==> config.mk <==
export PLATFORM = sky130hd
export DESIGN_NAME = bcd_7seg_scan_flat
export DESIGN_NICKNAME = d
export VERILOG_FILES = /design/src/rtl/bcd_7seg_scan_if.sv /design/src/rtl/bcd_7seg_scan.sv /design/src/flat_wrapper.sv
export SDC_FILE = /design/constraint.sdc
export NUM_CORES = 1
export LEC_CHECK = 0
export ABC_AREA = 1
export BUFFER_PORTS_ARGS = -buffer_cell sky130_fd_sc_hd__clkbuf_2
export CORE_MARGIN = 3
export CORE_UTILIZATION = 35
export DETAILED_ROUTE_END_ITERATION = 12
export SLEW_MARGIN = 5
export SYNTH_ARGS = -nofsm -noshare
export SYNTH_HDL_FRONTEND = slang
export SYNTH_SLANG_ARGS = --single-unit
==> constraint.sdc <==
create_clock -name clk -period 3.9 [get_ports clk]
set_input_delay 0.78 -clock clk [delete_from_list [all_inputs] [get_ports clk]]
set_output_delay 0.78 -clock clk [all_outputs]
set_load 0.1 [all_outputs]
==> src/rtl/bcd_7seg_scan_if.sv <==
// Digit-load and display-drive bundle for the 3-digit scanned 7-segment driver.
// master: the producer of BCD digits that also observes the display pins.
// slave : the scan driver itself.
interface bcd_7seg_scan_if;
    logic       load;
    logic [3:0] hundreds;
    logic [3:0] tens;
    logic [3:0] ones;
    logic [6:0] seg;
    logic [2:0] an;
    logic       frame_done;

    modport master (
        output load, hundreds, tens, ones,
        input  seg, an, frame_done
    );

    modport slave (
        input  load, hundreds, tens, ones,
        output seg, an, frame_done
    );
endinterface

==> src/rtl/bcd_7seg_scan.sv <==
// 3-digit common-anode 7-segment scan driver.
// Digits are captured into a staged register on load and copied into the
// displayed (shadow) register only at frame boundaries, so a frame never
// mixes old and new digits. Each digit is driven for REFRESH_DIV cycles and
// followed by BLANK_CYCLES cycles with every anode off to prevent ghosting.
// Optional: define BCD_7SEG_LEADING_ZERO_BLANK_EN to blank leading zeros
// in the hundreds and tens positions (anodes still pulse, segments dark).
module bcd_7seg_scan #(
    parameter int REFRESH_DIV  = 50000,
    parameter int BLANK_CYCLES = 16
) (
    input  logic            clk,
    input  logic            rst_n,
    bcd_7seg_scan_if.slave  bus
);
    localparam int CNT_MAX = (REFRESH_DIV > BLANK_CYCLES) ? REFRESH_DIV : BLANK_CYCLES;
    localparam int CNT_W   = $clog2(CNT_MAX + 1);
    localparam logic [CNT_W-1:0] DRIVE_LAST = CNT_W'(REFRESH_DIV - 1);
    localparam logic [CNT_W-1:0] GAP_LAST   = CNT_W'(BLANK_CYCLES - 1);
    localparam logic [6:0]       SEG_OFF    = 7'h7F;
    localparam logic [2:0]       AN_OFF     = 3'b111;

    typedef enum logic [1:0] {
        RST_IDLE = 2'd0,
        DRIVE    = 2'd1,
        GAP      = 2'd2
    } state_t;

    state_t           state_reg;
    logic [1:0]       digit_reg;
    logic [CNT_W-1:0] cnt_reg;
    logic [11:0]      staged_reg;
    logic [11:0]      shadow_reg;
    logic             pending_reg;
    logic [6:0]       seg_reg;
    logic [2:0]       an_reg;
    logic             frame_done_reg;

    // Active-low segment pattern {g,f,e,d,c,b,a}; non-decimal codes show a dash.
    function automatic logic [6:0] encode(input logic [3:0] nib);
        case (nib)
            4'd0:    encode = 7'b1000000;
            4'd1:    encode = 7'b1111001;
            4'd2:    encode = 7'b0100100;
            4'd3:    encode = 7'b0110000;
            4'd4:    encode = 7'b0011001;
            4'd5:    encode = 7'b0010010;
            4'd6:    encode = 7'b0000010;
            4'd7:    encode = 7'b1111000;
            4'd8:    encode = 7'b0000000;
            4'd9:    encode = 7'b0010000;
            default: encode = 7'b0111111;
        endcase
    endfunction

    // Segment pattern for digit position d (0=ones,1=tens,2=hundreds) of value v.
    function automatic logic [6:0] seg_for(input logic [1:0] d, input logic [11:0] v);
        logic [3:0] nib;
        logic       blank;
        nib   = (d == 2'd2) ? v[11:8] : (d == 2'd1) ? v[7:4] : v[3:0];
        blank = 1'b0;
`ifdef BCD_7SEG_LEADING_ZERO_BLANK_EN
        if (d == 2'd2 && v[11:8] == 4'd0)
            blank = 1'b1;
        if (d == 2'd1 && v[11:8] == 4'd0 && v[7:4] == 4'd0)
            blank = 1'b1;
`endif
        return blank ? SEG_OFF : encode(nib);
    endfunction

    // One-hot active-low anode for digit position d.
    function automatic logic [2:0] anode_for(input logic [1:0] d);
        return ~(3'b001 << d);
    endfunction

    // Scan FSM, staged/shadow digit registers and registered display outputs.
    always_ff @(posedge clk or negedge rst_n) begin
        if (!rst_n) begin
            state_reg      <= RST_IDLE;
            digit_reg      <= 2'd0;
            cnt_reg        <= '0;
            staged_reg     <= 12'h000;
            shadow_reg     <= 12'h000;
            pending_reg    <= 1'b0;
            seg_reg        <= SEG_OFF;
            an_reg         <= AN_OFF;
            frame_done_reg <= 1'b0;
        end else begin
            frame_done_reg <= 1'b0;
            case (state_reg)
                RST_IDLE: begin
                    state_reg <= DRIVE;
                    digit_reg <= 2'd0;
                    cnt_reg   <= '0;
                    an_reg    <= anode_for(2'd0);
                    seg_reg   <= seg_for(2'd0, shadow_reg);
                end
                DRIVE: begin
                    if (cnt_reg == DRIVE_LAST) begin
                        state_reg <= GAP;
                        cnt_reg   <= '0;
                        an_reg    <= AN_OFF;
                        seg_reg   <= SEG_OFF;
                    end else begin
                        cnt_reg <= cnt_reg + 1'b1;
                    end
                end
                GAP: begin
                    if (cnt_reg == GAP_LAST) begin
                        state_reg <= DRIVE;
                        cnt_reg   <= '0;
                        if (digit_reg == 2'd2) begin
                            // Frame boundary: commit the staged value (as it was
                            // before this edge) so the new frame shows it from
                            // its very first cycle.
                            digit_reg      <= 2'd0;
                            an_reg         <= anode_for(2'd0);
                            frame_done_reg <= 1'b1;
                            if (pending_reg) begin
                                shadow_reg  <= staged_reg;
                                pending_reg <= 1'b0;
                                seg_reg     <= seg_for(2'd0, staged_reg);
                            end else begin
                                seg_reg     <= seg_for(2'd0, shadow_reg);
                            end
                        end else begin
                            digit_reg <= digit_reg + 2'd1;
                            an_reg    <= anode_for(digit_reg + 2'd1);
                            seg_reg   <= seg_for(digit_reg + 2'd1, shadow_reg);
                        end
                    end else begin
                        cnt_reg <= cnt_reg + 1'b1;
                    end
                end
                default: begin
                    state_reg <= RST_IDLE;
                    an_reg    <= AN_OFF;
                    seg_reg   <= SEG_OFF;
                end
            endcase
            // A load on a boundary edge lands here after the commit above, so
            // it stays pending for the next frame.
            if (bus.load) begin
                staged_reg  <= {bus.hundreds, bus.tens, bus.ones};
                pending_reg <= 1'b1;
            end
        end
    end

    assign bus.seg        = seg_reg;
    assign bus.an         = an_reg;
    assign bus.frame_done = frame_done_reg;
endmodule

==> src/flat_wrapper.sv <==
// flat-port wrapper written by rule: the top's interface ports become plain ports
module bcd_7seg_scan_flat 
#(
    parameter int REFRESH_DIV  = 50000,
    parameter int BLANK_CYCLES = 16
)
  (clk, rst_n, bus_load, bus_hundreds, bus_tens, bus_ones, bus_seg, bus_an, bus_frame_done);
  bcd_7seg_scan_if bus_i ();
  input  logic clk;
  input  logic rst_n;
  input wire logic [$bits(bus_i.load)-1:0] bus_load;
  input wire logic [$bits(bus_i.hundreds)-1:0] bus_hundreds;
  input wire logic [$bits(bus_i.tens)-1:0] bus_tens;
  input wire logic [$bits(bus_i.ones)-1:0] bus_ones;
  output wire logic [$bits(bus_i.seg)-1:0] bus_seg;
  output wire logic [$bits(bus_i.an)-1:0] bus_an;
  output wire logic [$bits(bus_i.frame_done)-1:0] bus_frame_done;
  assign bus_i.load = bus_load;
  assign bus_i.hundreds = bus_hundreds;
  assign bus_i.tens = bus_tens;
  assign bus_i.ones = bus_ones;
  assign bus_seg = bus_i.seg;
  assign bus_an = bus_i.an;
  assign bus_frame_done = bus_i.frame_done;
  bcd_7seg_scan #(.REFRESH_DIV(REFRESH_DIV), .BLANK_CYCLES(BLANK_CYCLES)) u_core (.clk(clk), .rst_n(rst_n), .bus(bus_i));
endmodule
==> summary.json <==
{
  "status": "completed",
  "grt_pass1_wl_mm": 13.5,
  "postCtsSetupRepairBufs": 0,
  "crit-reg2reg-launch": "u_core.cnt_reg[0]",
  "ff2ff_path_depth": 8,
  "first_pass_iters": 5,
  "powerDensity_nw_per_um2": 264,
  "fmax_mhz": 431,
  "timing.hold.ws_ns": 0.474,
  "design.final.nets": 542,
  "worstPathCellList": "ha_1, nand3_1, nor2_1, nand3_1, nand2_1, nand2_2, a21oi_1, nor2_1",
  "setup_viol": 0,
  "crit_path_top_delay_cell": "a21oi_1",
  "routed_wl_mm": 7.49,
  "grt_start_max_net_pins": 31,
  "grt_use_total_pct": 14.5,
  "share_of_synthesized_area_occupied_by_flip_flops_and_latches_pct": 40.9,
  "num_io_pins": 26,
  "worst_slew_pin_slew_ns": 0.885,
  "detail_route.wl_per_cell_um": 11.8,
  "final.fill_count": 981,
  "layout_common_cells": "156 x nand2_1, 54 x nor2_1, 48 x inv_1",
  "critPathArrivalTime_ns": 2.48,
  "finalCritPeriodShare_pct": 59.5,
  "cts_buffer_depth": 2,
  "synth_nets": 517,
  "synth.distinct_cells": 24,
  "gate_count_post_synth": 479,
  "globalplace.congestion": 0.915,
  "crit_path_kind": "flop to flop",
  "skew_ns": 0.0124,
  "grt_overflow": 0,
  "insertion_delay_ns": 0.32,
  "hold_viol_final": 0,
  "area.growth.synth_to_final_pct": 10.0,
  "final_util_pct": 40.4,
  "worstPathMaxFanout": 16,
  "maxCapViolCount": 0,
  "vias_in_the_first_global_route": 2860,
  "dpl.hpwl_mm": 5.88,
  "post-route-drc-count": 0,
  "cts_root_buf": "clkbuf_8",
  "fp.dieArea_um2": 11100,
  "clock-sinks": 56,
  "postCtsHoldBufs": 0,
  "start_util_pct": 36.7,
  "grt_antenna_before_repair": 0,
  "slew-limit-headroom_pct": 41.0,
  "timing.critical_path.to_type": "flop",
  "syn_avg_cell_area_um2": 7.21,
  "most_common_cell_after_layout_fill_and_taps_aside": "nand2_1",
  "tritoncts_buffer_count": 5,
  "power_leakage_nw": 1.89,
  "min_period_ns": 2.32,
  "cts_tree": "built",
  "worstHoldPathType": "primary input to async pin",
  "rows": 35,
  "antenna_violating_nets_post_route": 0,
  "synth-seq-cells": 56,
  "numPortBuffers": 25,
  "diodes": 0,
  "final_layout_size_suffix_gt1_share_pct": 10.1,
  "final-max-slew-violation-count": 0,
  "regToRegEndpoint": "u_core.cnt_reg[15]",
  "die_width_um": 105,
  "timing.critical_path.slowest_cell_delay_ns": 0.74,
  "vias_per_cell": 4.71,
  "regToRegSetupSlack_ns": 1.58,
  "worst-path-buf-inv": 0,
  "largest_register_ffs": 16,
  "mappedNetlistArea_um2": 3460,
  "clk_transition_reported_paths_ns": 0.11,
  "setup-tns-final_ns": 0,
  "cpLargestDelayFamily": "simple AND/OR/NAND/NOR gates",
  "synth_warnings": 0,
  "core_area_um2": 9420,
  "drt_iter0_markers": 158,
  "h-tree-depth": 2,
  "cp_data_required_time_ns": 4.07,
  "post_cts_resized": 0,
  "worst_setup_path_start_kind": "flop",
  "ir_worst_vdd_uv": 178,
  "vias": 2988,
  "totalPowerFinal_mw": 1.00,
  "grt_setup_unrepaired": "no",
  "die_h_um": 105
}
## where the power goes
part	switching [mW]	internal, mW
clock network	0.208	0.133
logic	0.0419	0.0197
registers	0.00957	0.592
## worst register-to-register path, cell delays in order (launching register included)
cell and delay, ns:
dfrtp_1 0.41, ha_1 0.18, nand3_1 0.13, nor2_1 0.14, nand3_1 0.15, nand2_1 0.13, nand2_2 0.18, a21oi_1 0.74
nor2_1 0.12
## worst max-delay path by stage
stage | slack, ns | end | startpoint | cells after the start
after floorplan | 2.13 | u_core.bus.seg[3] | u_core.digit_reg[0] | 11
after global placement | 1.54 | u_core.cnt_reg[12] | u_core.cnt_reg[0] | 8
after detailed placement | 1.50 | u_core.cnt_reg[15] | u_core.cnt_reg[0] | 8
after CTS | 1.48 | u_core.cnt_reg[15] | u_core.cnt_reg[0] | 8
after global routing | 1.29 | u_core.cnt_reg[12] | u_core.cnt_reg[1] | 8
final | 1.58 | u_core.cnt_reg[15] | u_core.cnt_reg[0] | 8
## routing by layer
layer / vias up / wire length (um) / track usage (%)
met2: 64 / 3160 / 21.8
met3: 6 / 280 / 2.51
met5: - / 0 / 0
met1: 1343 / 3950 / 21.4
li1: 1575 / - / -
met4: 0 / 85 / 4.03
## cell usage after synthesis
master / instances / area [um2]
clkinv_1: 4 / 15.0
buf_2: 4 / 20.0
nor3_1: 6 / 30.0
dfstp_2: 10 / 263
nor2_4: 2 / 22.5
o211ai_1: 3 / 22.5
inv_4: 1 / 6.26
o21ai_0: 31 / 155
ha_1: 23 / 288
nand3_1: 41 / 205
nand4_1: 8 / 50.1
a21oi_1: 22 / 110
inv_2: 2 / 7.51
o21a_1: 1 / 7.51
clkbuf_1: 3 / 11.3
xor2_1: 8 / 70.1
nand2_2: 1 / 6.26
dfrtp_1: 46 / 1150
nor3_4: 1 / 16.3
nand2_1: 156 / 586
nor4_1: 3 / 18.8
nor2_1: 54 / 203
buf_6: 1 / 11.3
inv_1: 48 / 180
## metrics by stage
step	area, um2	setup slack (ns)	std cells
CTS	3800	1.48	634
global placement	3710	1.54	626
floorplan	3460	2.13	479
global route	3800	1.29	634
detailed placement	3710	1.50	626
finish	3800	1.58	634
## kinds of logic after synthesis
family | after synthesis | synth area share (%)
xor+xnor | 8 | 2.03
simple gates | 272 | 32.9
flops | 56 | 40.9
fa+ha+maj | 23 | 8.33
compound gates | 57 | 8.54
buf+inv | 63 | 7.28
## cell type report
class                      count  area, um2  share of cell area, %
inverter                      55        209                   5.50
sequential                    56       1410                   37.2
tap                          129        161                   4.24
clock buffer                   5       68.8                   1.81
timing repair buffer          26        133                   3.49
clock inverter                 3       26.3                  0.691
multi-input combinational    360       1790                   47.1
(Power assumes the default switching activity.)
